==> src/rtl/shift_unit_if.sv <==
// Handshake and data bundle between the sequencer (master) and the shift unit (slave).
interface shift_unit_if #(
    parameter int WIDTH   = 8,
    parameter int SHAMT_W = 4
);
    logic               load;
    logic [WIDTH-1:0]   din;
    logic               start;
    logic [2:0]         op;
    logic [SHAMT_W-1:0] amt;
    logic [WIDTH-1:0]   so;
    logic               carry;
    logic               zero;
    logic               busy;
    logic               done;

    modport master (
        output load, din, start, op, amt,
        input  so, carry, zero, busy, done
    );

    modport slave (
        input  load, din, start, op, amt,
        output so, carry, zero, busy, done
    );
endinterface

==> src/rtl/shift_unit.sv <==
// Multi-mode one-bit-per-clock shifter with carry flag and start/busy/done handshake.
// WIDTH and SHAMT_W must match the parameters of the connected shift_unit_if.
module shift_unit #(
    parameter int WIDTH   = 8,
    parameter int SHAMT_W = 4
) (
    input  logic         clk,
    input  logic         rst,
    shift_unit_if.slave  bus
);
    localparam logic [2:0] OP_SHL = 3'b000;
    localparam logic [2:0] OP_SHR = 3'b001;
    localparam logic [2:0] OP_SAR = 3'b010;
    localparam logic [2:0] OP_ROL = 3'b011;
    localparam logic [2:0] OP_ROR = 3'b100;
    localparam logic [2:0] OP_RCL = 3'b101;
    localparam logic [2:0] OP_RCR = 3'b110;
    localparam logic [2:0] OP_NOP = 3'b111;

    typedef enum logic [1:0] {
        IDLE  = 2'd0,
        SHIFT = 2'd1,
        DONE  = 2'd2
    } state_t;

    state_t             state_r;
    logic [SHAMT_W-1:0] cnt_r;
    logic [2:0]         op_r;
    logic [WIDTH-1:0]   q_r;
    logic               c_r;
    logic               busy_r;
    logic               done_r;

    // One single-bit step; result is packed as {carry, data}.
    function automatic logic [WIDTH:0] step_f(input logic [2:0] op,
                                              input logic [WIDTH-1:0] q,
                                              input logic c);
        logic [WIDTH:0] r;
        case (op)
            OP_SHL:  r = {q, 1'b0};
            OP_SHR:  r = {q[0], 1'b0, q[WIDTH-1:1]};
            OP_SAR:  r = {q[0], q[WIDTH-1], q[WIDTH-1:1]};
            OP_ROL:  r = {q[WIDTH-1], q[WIDTH-2:0], q[WIDTH-1]};
            OP_ROR:  r = {q[0], q[0], q[WIDTH-1:1]};
            OP_RCL:  r = {q, c};
            OP_RCR:  r = {q[0], c, q[WIDTH-1:1]};
            default: r = {c, q};
        endcase
        return r;
    endfunction

    // Control FSM, data/carry registers and registered handshake outputs
    always_ff @(posedge clk or posedge rst) begin
        if (rst) begin
            state_r <= IDLE;
            cnt_r   <= {SHAMT_W{1'b0}};
            op_r    <= OP_NOP;
            q_r     <= {WIDTH{1'b0}};
            c_r     <= 1'b0;
            busy_r  <= 1'b0;
            done_r  <= 1'b0;
        end else begin
            case (state_r)
                IDLE: begin
                    done_r <= 1'b0;
                    busy_r <= 1'b0;
                    // A load in the same cycle as start takes priority and drops the start.
                    if (bus.load) begin
                        q_r     <= bus.din;
                        state_r <= IDLE;
                    end else if (bus.start) begin
                        op_r  <= bus.op;
                        cnt_r <= bus.amt;
                        if ((bus.amt == {SHAMT_W{1'b0}}) || (bus.op == OP_NOP)) begin
                            state_r <= DONE;
                            done_r  <= 1'b1;
                        end else begin
                            state_r <= SHIFT;
                            busy_r  <= 1'b1;
                        end
                    end else begin
                        state_r <= IDLE;
                    end
                end
                SHIFT: begin
                    {c_r, q_r} <= step_f(op_r, q_r, c_r);
                    cnt_r      <= cnt_r - SHAMT_W'(1);
                    if (cnt_r == SHAMT_W'(1)) begin
                        state_r <= DONE;
                        busy_r  <= 1'b0;
                        done_r  <= 1'b1;
                    end else begin
                        state_r <= SHIFT;
                    end
                end
                DONE: begin
                    done_r  <= 1'b0;
                    busy_r  <= 1'b0;
                    state_r <= IDLE;
                end
                default: begin
                    state_r <= IDLE;
                    busy_r  <= 1'b0;
                    done_r  <= 1'b0;
                end
            endcase
        end
    end

    assign bus.so    = q_r;
    assign bus.carry = c_r;
    assign bus.zero  = (q_r == {WIDTH{1'b0}});
    assign bus.busy  = busy_r;
    assign bus.done  = done_r;
endmodule

==> src/flat_wrapper.sv <==
// flat-port wrapper written by rule: the top's interface ports become plain ports
module shift_unit_flat 
#(
    parameter int WIDTH   = 8,
    parameter int SHAMT_W = 4
)
  (clk, rst, bus_load, bus_din, bus_start, bus_op, bus_amt, bus_so, bus_carry, bus_zero, bus_busy, bus_done);
  shift_unit_if #(.WIDTH(WIDTH), .SHAMT_W(SHAMT_W)) bus_i ();
  input  logic clk;
  input  logic rst;
  input wire logic [$bits(bus_i.load)-1:0] bus_load;
  input wire logic [$bits(bus_i.din)-1:0] bus_din;
  input wire logic [$bits(bus_i.start)-1:0] bus_start;
  input wire logic [$bits(bus_i.op)-1:0] bus_op;
  input wire logic [$bits(bus_i.amt)-1:0] bus_amt;
  output wire logic [$bits(bus_i.so)-1:0] bus_so;
  output wire logic [$bits(bus_i.carry)-1:0] bus_carry;
  output wire logic [$bits(bus_i.zero)-1:0] bus_zero;
  output wire logic [$bits(bus_i.busy)-1:0] bus_busy;
  output wire logic [$bits(bus_i.done)-1:0] bus_done;
  assign bus_i.load = bus_load;
  assign bus_i.din = bus_din;
  assign bus_i.start = bus_start;
  assign bus_i.op = bus_op;
  assign bus_i.amt = bus_amt;
  assign bus_so = bus_i.so;
  assign bus_carry = bus_i.carry;
  assign bus_zero = bus_i.zero;
  assign bus_busy = bus_i.busy;
  assign bus_done = bus_i.done;
  shift_unit #(.WIDTH(WIDTH), .SHAMT_W(SHAMT_W)) u_core (.clk(clk), .rst(rst), .bus(bus_i));
endmodule
==> config.mk <==
export PLATFORM = sky130hd
export DESIGN_NAME = shift_unit_flat
export DESIGN_NICKNAME = d
export VERILOG_FILES = /design/src/rtl/shift_unit_if.sv /design/src/rtl/shift_unit.sv /design/src/flat_wrapper.sv
export SDC_FILE = /design/constraint.sdc
export NUM_CORES = 1
export LEC_CHECK = 0
export BUFFER_PORTS_ARGS = -buffer_cell sky130_fd_sc_hd__buf_4
export CORE_MARGIN = 2
export CORE_UTILIZATION = 30
export DETAILED_ROUTE_END_ITERATION = 8
export GPL_TIMING_DRIVEN = 0
export PLACE_DENSITY = 0.61
export SETUP_SLACK_MARGIN = 0.4
export SYNTH_ARGS = -nofsm -noshare
export SYNTH_HDL_FRONTEND = slang
export SYNTH_SLANG_ARGS = --single-unit
export TNS_END_PERCENT = 50
==> constraint.sdc <==
create_clock -name clk -period 1.68 [get_ports clk]
set_input_delay 0 -clock clk [delete_from_list [all_inputs] [get_ports clk]]
set_output_delay 0 -clock clk [all_outputs]
set_load 0.02 [all_outputs]
==> run metrics, run 1 <==
Worst path slowest cell=dfstp_2; Die Y=roughly 68 µm; Syn Std Cell Area=0.00122 mm²; Top FF cell, synth=dfrtp_1; worst endpoint required time=1810 ps; met2 WL=1.64 mm; total number of vias=1202; layout cells sized above 1=0.409; Mapped Avg Cell Area=9.25 µm²; Leak Pwr=0.813 nW; crit start category=register; HP Class=in2reg; Synth area leaders=dfrtp_1 35%, dfstp_2 6.5%, mux2i_1 5.7%; setup TNS=0 ps; H-tree Lvls=1; vias in the first global route=1199; total track usage=0.153; Max Fclk=just under 0.7 GHz; met3 wire len=approximately 180 µm; # DRC=0; relative slew slack=0.486; crit-path max FO=6; Max Clock Skew=roughly 0.81 ps; cell count after synthesis=about 130; row cnt=23; Crit. End Element=register; Largest stage delay, worst path=~370 ps; IO buf count=30; clock slew at reported path FFs=roughly 70 ps; 1st-pass router iterations=4; CTS tree=yes; clock tree buffer depth=2; Max VDD drop=0.842 mV; most area-hungry cell type in the Yosys netlist=dfrtp_1; antenna violations before repair=0; EDFF count, synth=0; number of fill cells=roughly 420; TritonCTS Buffers=3; Synth-to-Final Area Change=47.2%; post-detail-place hpwl=2.29 mm; Slew Limit Fails=0; simple-gate share of the synthesized area=0.227; outcome=finished, violations left; Synth Area in Compound Gates=0.193; die area=~0.0046 mm²; violated checks=hold timing; fin crit share=0.884; Synth Area in Adders=0.0205; DRT iter0 DRCs=44; max layer used=met4; final setup fails=0; Clock Latency Late Sink=~260 ps; worst-path cell chain=buf_6, or3_4, and2_4, buf_6, mux2i_1, o211ai_1; die width=about 68 µm; mux share of post-synthesis cell area=0.0850; Max Cap Viol=0; top-area cell type share of the netlist area=0.348; CTS root buf=clkbuf_8; Final GP Congestion=0.858; first-pass GRT wire length=between 5 and 6 mm; CP arrival=1620 ps; GR Overflow Total=0; final hold vios=1; largest net degree at the start of global routing=21; IO Pins=31; CORE AREA=0.00397 mm²; DR WL/cell=14.1 µm; metal1 wirelength=1.49 mm; Starting Density=0.307; vias per inst=~5.1; Clock Sinks=20; XOR/XNOR share of the synthesized area=0.00717; syn_nets=153; Final Net Count=208; total power per unit cell area=between 2000 and 2500 mW/mm²; Synth Warn #=0; WHS=-2.42 ps; Antenna diodes=0; DRT Wirelength=3.32 mm; cell mode on critical path=buf_6; Detail Route Antenna Nets=0; Yosys cell types=39; register area share after synthesis=0.413; crit path kind=reg2reg; fin crit period=1490 ps; Yosys reg bits=20; Post-synth ARST share=1.00; Worst Tran Pin Value=770 ps; largest family of logic cells by synthesized area=simple AND/OR/NAND/NOR gates; RSZ-0062 raised after global routing=true
## synthesized netlist by cell type (2+ instances only)
cell type	n
or4_1	2
buf_2	2
nand2_1	17
nand3_1	8
o21ai_0	7
nand2b_1	3
nor3_1	2
dfrtp_1	17
inv_1	6
a21oi_1	6
nand3b_1	2
dfstp_2	3
buf_6	2
and2_1	3
nor2_1	8
ha_1	2
mux2_2	3
o211ai_1	6
mux2i_1	7
a31oi_1	5
o21a_1	3
## per-stage QoR
stage                     utilization  power [mW]  setup WS (ps)  cell area, µm²  instances
after floorplan                     -        2.29            278            1220        132
after global placement          0.380        2.77           85.6            1510        212
after detailed placement        0.380        2.83           22.2            1510        212
after CTS                       0.431        3.49            191            1710        229
after global routing            0.453        3.94            140            1800        236
final                           0.453        3.67            195            1800        236
## final cells by class
| class | count | area (µm²) | share of cell area |
|---|---|---|---|
| multi-input combinational | 100 | 706 | 0.392 |
| sequential | 20 | 509 | 0.283 |
| timing repair buffer | 50 | 392 | 0.218 |
| tap | 50 | 62.6 | 0.0348 |
| buffer | 6 | 61.3 | 0.0341 |
| clock buffer | 4 | 45.0 | 0.0251 |
| inverter | 6 | 22.5 | 0.0125 |
## power breakdown
group | switching, mW | total (mW) | internal, mW
sequential | 0.214 | 0.972 | 0.758
combinational | 1.21 | 2.37 | 1.16
clock | 0.160 | 0.329 | 0.169
total | 1.58 | 3.67 | 2.09
## kinds of logic (layout without fill, tap and decap cells)
logic type                 Yosys count  in the layout
xor gates and xnor gates             1              1
muxes                               10             10
DFF                                 20             20
adders and majority gates            2              2
buffers and inverters               12             66
AOI/OAI and AO/OA                   35             35
and+or+nand+nor                     52             52
## layer usage
| layer | up-vias | GRT usage |
|---|---|---|
| met1 | 578 | 0.190 |
| met2 | 33 | 0.275 |
| met4 | 0 | 0.0275 |
| met5 | - | 0 |
| met3 | 2 | 0.0333 |
| li1 | 589 | - |
## layout by cell type (no fill, tap or decap), types with 2 or more instances in the layout
cell           Yosys  final
a21oi_1            6      5
a31oi_1            5      5
and2_1             3      2
buf_2              2      2
buf_4              1     42
buf_6              2      6
clkbuf_8           0      3
dfrtp_1           17     13
dfrtp_2            0      4
dfstp_2            3      3
dlygate4sd3_1      0      6
ha_1               2      2
inv_1              6      6
mux2_2             3      3
mux2i_1            7      7
nand2_1           17     15
nand2b_1           3      3
nand3_1            8      8
nand3b_1           2      2
nor2_1             8      8
o211ai_1           6      6
o21a_1             3      2
o21ai_0            7      4
o21ai_1            1      3
or4_1              2      2
## critical path, delay by kind of cell, from the launching register on
family / cells / cell delay, ps
compound gates: 1 / 110
buf+inv: 2 / 250
flops: 1 / 370
mux: 1 / 150
simple gates: 2 / 490
## flip-flops by register name, indices dropped and copies added, names as in the netlist
name,cells
u_core.bus.so,8
u_core.bus.done,1
u_core.op_r,3
u_core.state_r,2
u_core.bus.busy,1
u_core.bus.carry,1
u_core.cnt_r,4
## worst paths after layout
check | from | depth (start not counted) | slack, ps | end
worst min register to register | u_core.bus.done$_DFFE_PP0N_ | 1 | 500 | u_core.bus.done$_DFFE_PP0N_
worst max register to register | u_core.op_r[2]$_DFFE_PP1P_ | 6 | 190 | u_core.bus.so[1]$_DFFE_PP0P_
min in group asynchronous | rst | 3 | 440 | u_core.cnt_r[0]$_DFFE_PP0P_
worst min-delay path | bus_din[4] | 3 | -2 | u_core.bus.so[4]$_DFFE_PP0P_
max in group asynchronous | rst | 3 | 710 | u_core.state_r[0]$_DFF_PP0_
worst max-delay path | u_core.op_r[2]$_DFFE_PP1P_ | 6 | 190 | u_core.bus.so[1]$_DFFE_PP0P_
## timing repair
item / in CTS / in global routing
pin swaps: 4 / 8
endpoints found under the setup margin: 21 / 21
cloned: 1 / 1
hold buffers: 5 / 1
setup buffers: 7 / 5
gates resized for setup: 16 / 13
hold endpoints to repair: 21 / 1
(Power assumes the default switching activity.)
==> inputs of run 2 (changes only) <==
--- a/config.mk
+++ b/config.mk
@@ -5,12 +5,12 @@
 export SDC_FILE = /design/constraint.sdc
 export NUM_CORES = 1
 export LEC_CHECK = 0
-export BUFFER_PORTS_ARGS = -buffer_cell sky130_fd_sc_hd__buf_4
 export CORE_MARGIN = 2
 export CORE_UTILIZATION = 30
 export DETAILED_ROUTE_END_ITERATION = 8
+export DONT_BUFFER_PORTS = 1
 export GPL_TIMING_DRIVEN = 0
-export PLACE_DENSITY = 0.61
+export PLACE_DENSITY = 0.55
 export SETUP_SLACK_MARGIN = 0.4
 export SYNTH_ARGS = -nofsm -noshare
 export SYNTH_HDL_FRONTEND = slang
==> run 2 against run 1 <==
The flow now finishes without violations. Hold slack better by 3.7 ps. Design area is 11% lower. Register-to-register slack hardly changed. Routed wire length shrank 6.9%. Clock power is 12% higher. Count of clock-buffer cells in the layout unchanged. First-iteration DRC count rose by 6.8%. Critical path type is now reg2out. Critical endpoint is now bus_zero.
==> run metrics, run 2 (synthesized netlist as in run 1, its figures left out) <==
post-layout util=0.402; Post-Layout Cell Count=206; Clock Sinks=20; Worst Tran Pin Value=roughly 800 ps; dpl cells=around 180; Sequential Area=512 µm²; HP Start=bus_din[7]; antenna violations before repair=0; # DRC=0; internal power=about 1.8 mW; clock slew at reported path FFs=70 ps; vias in the first global route=~1.1k; number of fill cells=413; Worst Setup SP=u_core.bus.so[6]$_DFFE_PP0P_; Slew Limit Fails=0; TritonCTS Buffers=3; GR Overflow Total=0; R2R depth=6; Critical Path End=bus_zero; reg2reg end=u_core.bus.so[6]$_DFFE_PP0P_; Largest register FFs=8; Comb pwr share=0.522; final setup fails=0; IO Pins=31; R2R Path Start=u_core.op_r[2]$_DFFE_PP1P_; crit-path max FO=5; Antenna diodes=0; area post-placement=0.00128 mm²; fin crit share=0.891; HP Class=in2reg; Crit. End Element=primary output; CTS root buf=clkbuf_8; DR WL/cell=15.0 µm; Switching Share=0.445; switching power=1.48 mW; fin crit period=1500 ps; 1st-pass router iterations=4; reg-to-reg setup timing slack=190 ps; IO buf count=0; Synth-to-Final Area Change=30.8%; RSZ-0062 raised after global routing=true; fin area=0.00160 mm²; Clock power frac=0.111; crit path kind=reg2out; first-pass GRT wire length=5.04 mm; Max Clock Skew=1.91 ps; die area=~0.0046 mm²; total power per unit cell area=2090 mW/mm²; total track usage=0.148; Starting Density=0.307; worst setup margin=roughly 180 ps; Total Power=approximately 3.3 mW; final hold vios=0; relative slew slack=0.477; layout cells sized above 1=0.269; Clock Latency Late Sink=260 ps; H-tree Lvls=1; outcome=completed; post-detail-place hpwl=2.16 mm; Max Cap Viol=0; Detail Route Antenna Nets=0; Placement Setup Slack=65.8 ps; setup TNS=0 ps; WHS=1.25 ps; CORE AREA=0.00397 mm²; Max VDD drop=0.986 mV; crit start category=register; CP arrival=1500 ps; Leak Pwr=about 0.66 nW; DRT Wirelength=3.09 mm; Max Fclk=approximately 0.67 GHz; row cnt=23; die width=approximately 68 µm; Final Net Count=178; worst endpoint required time=between 1500 and 2000 ps; most common cell after layout, fill and taps aside=nand2_1; total number of vias=1096; footprint of the multi-input gates=around 700 µm²; commonest cells after routing, fill and taps aside=16 x nand2_1, 14 x dlygate4sd3_1, 11 x dfrtp_1, 8 x nand3_1; CTS tree=yes; largest net degree at the start of global routing=21; Final GP Congestion=approximately 0.79; Die Y=67.8 µm; clock tree buffer depth=2; Sequential Power Share=0.368; vias per inst=5.32; DRT iter0 DRCs=47
==> run 2: cell count changes in the layout (fill, tap and decap cells not counted), moves of 2 or more <==
cell / before / now
dfrtp_2: 4 / 6
dfrtp_1: 13 / 11
dlygate4sd3_1: 6 / 14
o21ai_2: 0 / 2
o21ai_1: 3 / 1
buf_4: 42 / 5
or4_4: 0 / 2
or4_1: 2 / 0
==> run 2: repair_timing <==
action,4_1_cts,5_1_grt
buffers inserted,5,0
pin swaps,3,4
hold buffers,14,0
setup endpoints to repair,21,21
gates resized for setup,18,12
hold endpoints to repair,31,0
gates cloned,1,0
==> run 2: per-layer routing <==
layer / routed length [µm] / GRT usage
met2: 1440 / 0.251
met5: 0 / 0
met3: 252 / 0.0467
met1: 1370 / 0.178
met4: 30 / 0.0450
==> run 2: worst min path at each step <==
stage	end	cells after the start
global placement	u_core.cnt_r[3]$_DFFE_PP0P_	1
detailed placement	u_core.cnt_r[3]$_DFFE_PP0P_	1
finish	u_core.bus.so[7]$_DFFE_PP0P_	3
CTS	u_core.bus.so[7]$_DFFE_PP0P_	3
global route	u_core.bus.so[7]$_DFFE_PP0P_	3
floorplan	u_core.bus.busy$_DFFE_PP0N_	1
==> run 2: power by group through the flow <==
stage,clock [mW],sequential (mW),combinational [mW]
floorplan,0,1.10,1.19
global placement,0,1.17,1.38
detailed placement,0,1.19,1.43
CTS,0.380,1.21,1.69
global route,0.403,1.27,1.93
finish,0.369,1.23,1.74
==> run 2: final cells by class <==
type / instances / area share
Multi-Input combinational cell: 100 / 0.438
Clock buffer: 4 / 0.0345
Buffer: 6 / 0.0399
Tap cell: 50 / 0.0392
Timing Repair Buffer: 20 / 0.114
Sequential cell: 20 / 0.320
Inverter: 6 / 0.0141
==> run 2: worst max-delay path, stage by stage, from the launching register on <==
cell	delay [ps]
dfrtp_2	490
or4_4	570
nor2_4	180
==> inputs of run 3 (changes only) <==
==> constraint.sdc (replaced) <==
create_clock -name clk -period 1.68 [get_ports clk]
set_input_delay 0.084 -clock clk [delete_from_list [all_inputs] [get_ports clk]]
set_output_delay 0.084 -clock clk [all_outputs]
set_load 0.02 [all_outputs]
==> run 3 against run 2 <==
Via count shrank 2.1%. Register-to-register slack is essentially flat. First-iteration DRC count shrank 30%. Global-route usage grew 0.21 points. Die area is the same. Largest cell class unchanged.
==> run metrics, run 3 (synthesized netlist as in run 1, its figures left out) <==
outcome=completed; die width=67.8 µm; worst hold endpoint=u_core.bus.so[6]$_DFFE_PP0P_; Largest register FFs=8; Max Fclk=between 0.6 and 0.7 GHz; fin crit period=1580 ps; most common cell after layout, fill and taps aside=nand2_1; dpl cells=roughly 180; largest net degree at the start of global routing=21; CTS root buf=clkbuf_8; clock tree buffer depth=2; H-tree Lvls=1; first-pass GRT wire length=5.15 mm; Worst Tran Pin Value=763 ps; Antenna diodes=0; CORE AREA=~0.0040 mm²; Starting Density=0.307; layout cells sized above 1=0.297; reg2reg end=u_core.bus.so[6]$_DFFE_PP0P_; die area=0.00460 mm²; Leak Pwr=around 0.66 nW; crit start category=register; antenna violations before repair=0; setup TNS=0 ps; IO buf count=0; DRT Wirelength=3.07 mm; # DRC=0; post-detail-place hpwl=2.17 mm; 1st-pass router iterations=4; HP Class=in2reg; reg-to-reg setup timing slack=190 ps; Max Cap Viol=0; Largest stage delay, worst path=between 500 and 600 ps; CP arrival=1490 ps; GR Overflow Total=0; R2R depth=6; total track usage=0.150; fin crit share=0.939; Detail Route Antenna Nets=0; DRT iter0 DRCs=33; Clock Sinks=20; vias per inst=roughly 5.2; Max VDD drop=0.745 mV; Die Y=67.8 µm; Slew Limit Fails=0; crit-path max FO=5; Post-Layout Cell Count=205; DR WL/cell=roughly 15 µm; Max Clock Skew=0.938 ps; IO Pins=31; HP Start=bus_din[6]; TritonCTS Buffers=3; Synth-to-Final Area Change=30.7%; hold path depth=2; Final Net Count=177; total number of vias=1073; cell family with most CP delay=simple AND/OR/NAND/NOR gates; R2R Path Start=u_core.op_r[2]$_DFFE_PP1P_; relative slew slack=0.491; Clock Latency Late Sink=260 ps; worst-path cell chain=or4_4, nor2_4; final hold vios=0; crit path kind=reg2out; Final GP Congestion=0.789; final setup fails=0; RSZ-0062 raised after global routing=true; clock slew at reported path FFs=roughly 70 ps; CTS tree=yes; Crit. End Element=primary output; Worst path slowest cell=or4_4; commonest cells after routing, fill and taps aside=15 x nand2_1, 11 x dfrtp_1, 10 x dlygate4sd3_1, 8 x nand3_1; worst endpoint required time=roughly 1600 ps; Crit path buffers/inverters=0; vias in the first global route=1130; row cnt=23; total power per unit cell area=2130 mW/mm²
## run 3: final cells by class
cell class	count	area, µm²
multi-input combinational	100	711
timing repair buffer	19	173
fill	405	2370
inverter	6	22.5
buffer	6	61.3
clock buffer	4	55.1
tap	50	62.6
sequential	20	512
## run 3: power by group
part	internal, mW	switching, mW
combinational	0.935	0.875
sequential	0.761	0.464
clock	0.209	0.164
total	1.90	1.50
## run 3: repair_timing
action / 4_1_cts / 5_1_grt
resized for setup: 25 / 6
cloned: 1 / 1
buffers inserted: 5 / 2
pin swaps: 4 / 5
setup endpoints to repair: 21 / 20
endpoints found under the hold margin: 25 / 1
hold buffers: 9 / 1
## run 3: metrics by stage
step	total power [mW]	setup WS (ps)	instance area (µm²)	hold WS [ps]	util
floorplan	2.30	278	1220	45.6	-
global placement	2.56	95.3	1290	152	0.324
detailed placement	2.63	42.8	1290	164	0.324
CTS	3.33	98.1	1550	4.16	0.391
global route	3.70	44.7	1600	39.7	0.402
finish	3.41	102	1600	12.3	0.402
## run 3: how the worst max path moves through the flow
stage	startpoint	to	slack [ps]	cells past startpoint
after floorplan	u_core.op_r[2]$_DFFE_PP1P_	u_core.bus.so[6]$_DFFE_PP0P_	280	6
after global placement	u_core.op_r[0]$_DFFE_PP1P_	u_core.bus.so[6]$_DFFE_PP0P_	100	5
after detailed placement	u_core.op_r[0]$_DFFE_PP1P_	u_core.bus.so[6]$_DFFE_PP0P_	40	5
after CTS	u_core.bus.so[6]$_DFFE_PP0P_	bus_zero	100	2
after global routing	u_core.bus.so[6]$_DFFE_PP0P_	bus_zero	40	2
final	u_core.bus.so[6]$_DFFE_PP0P_	bus_zero	100	2
## run 3: metal layers
| layer | vias up | share of wire | wire (µm) | global-route usage |
|---|---|---|---|---|
| li1 | 523 | - | - | - |
| met1 | 502 | 0.44 | 1350 | 0.184 |
| met2 | 44 | 0.46 | 1420 | 0.246 |
| met3 | 4 | 0.092 | 284 | 0.0583 |
| met4 | 0 | 0.0052 | 16 | 0.0375 |
| met5 | - | 0 | 0 | 0 |
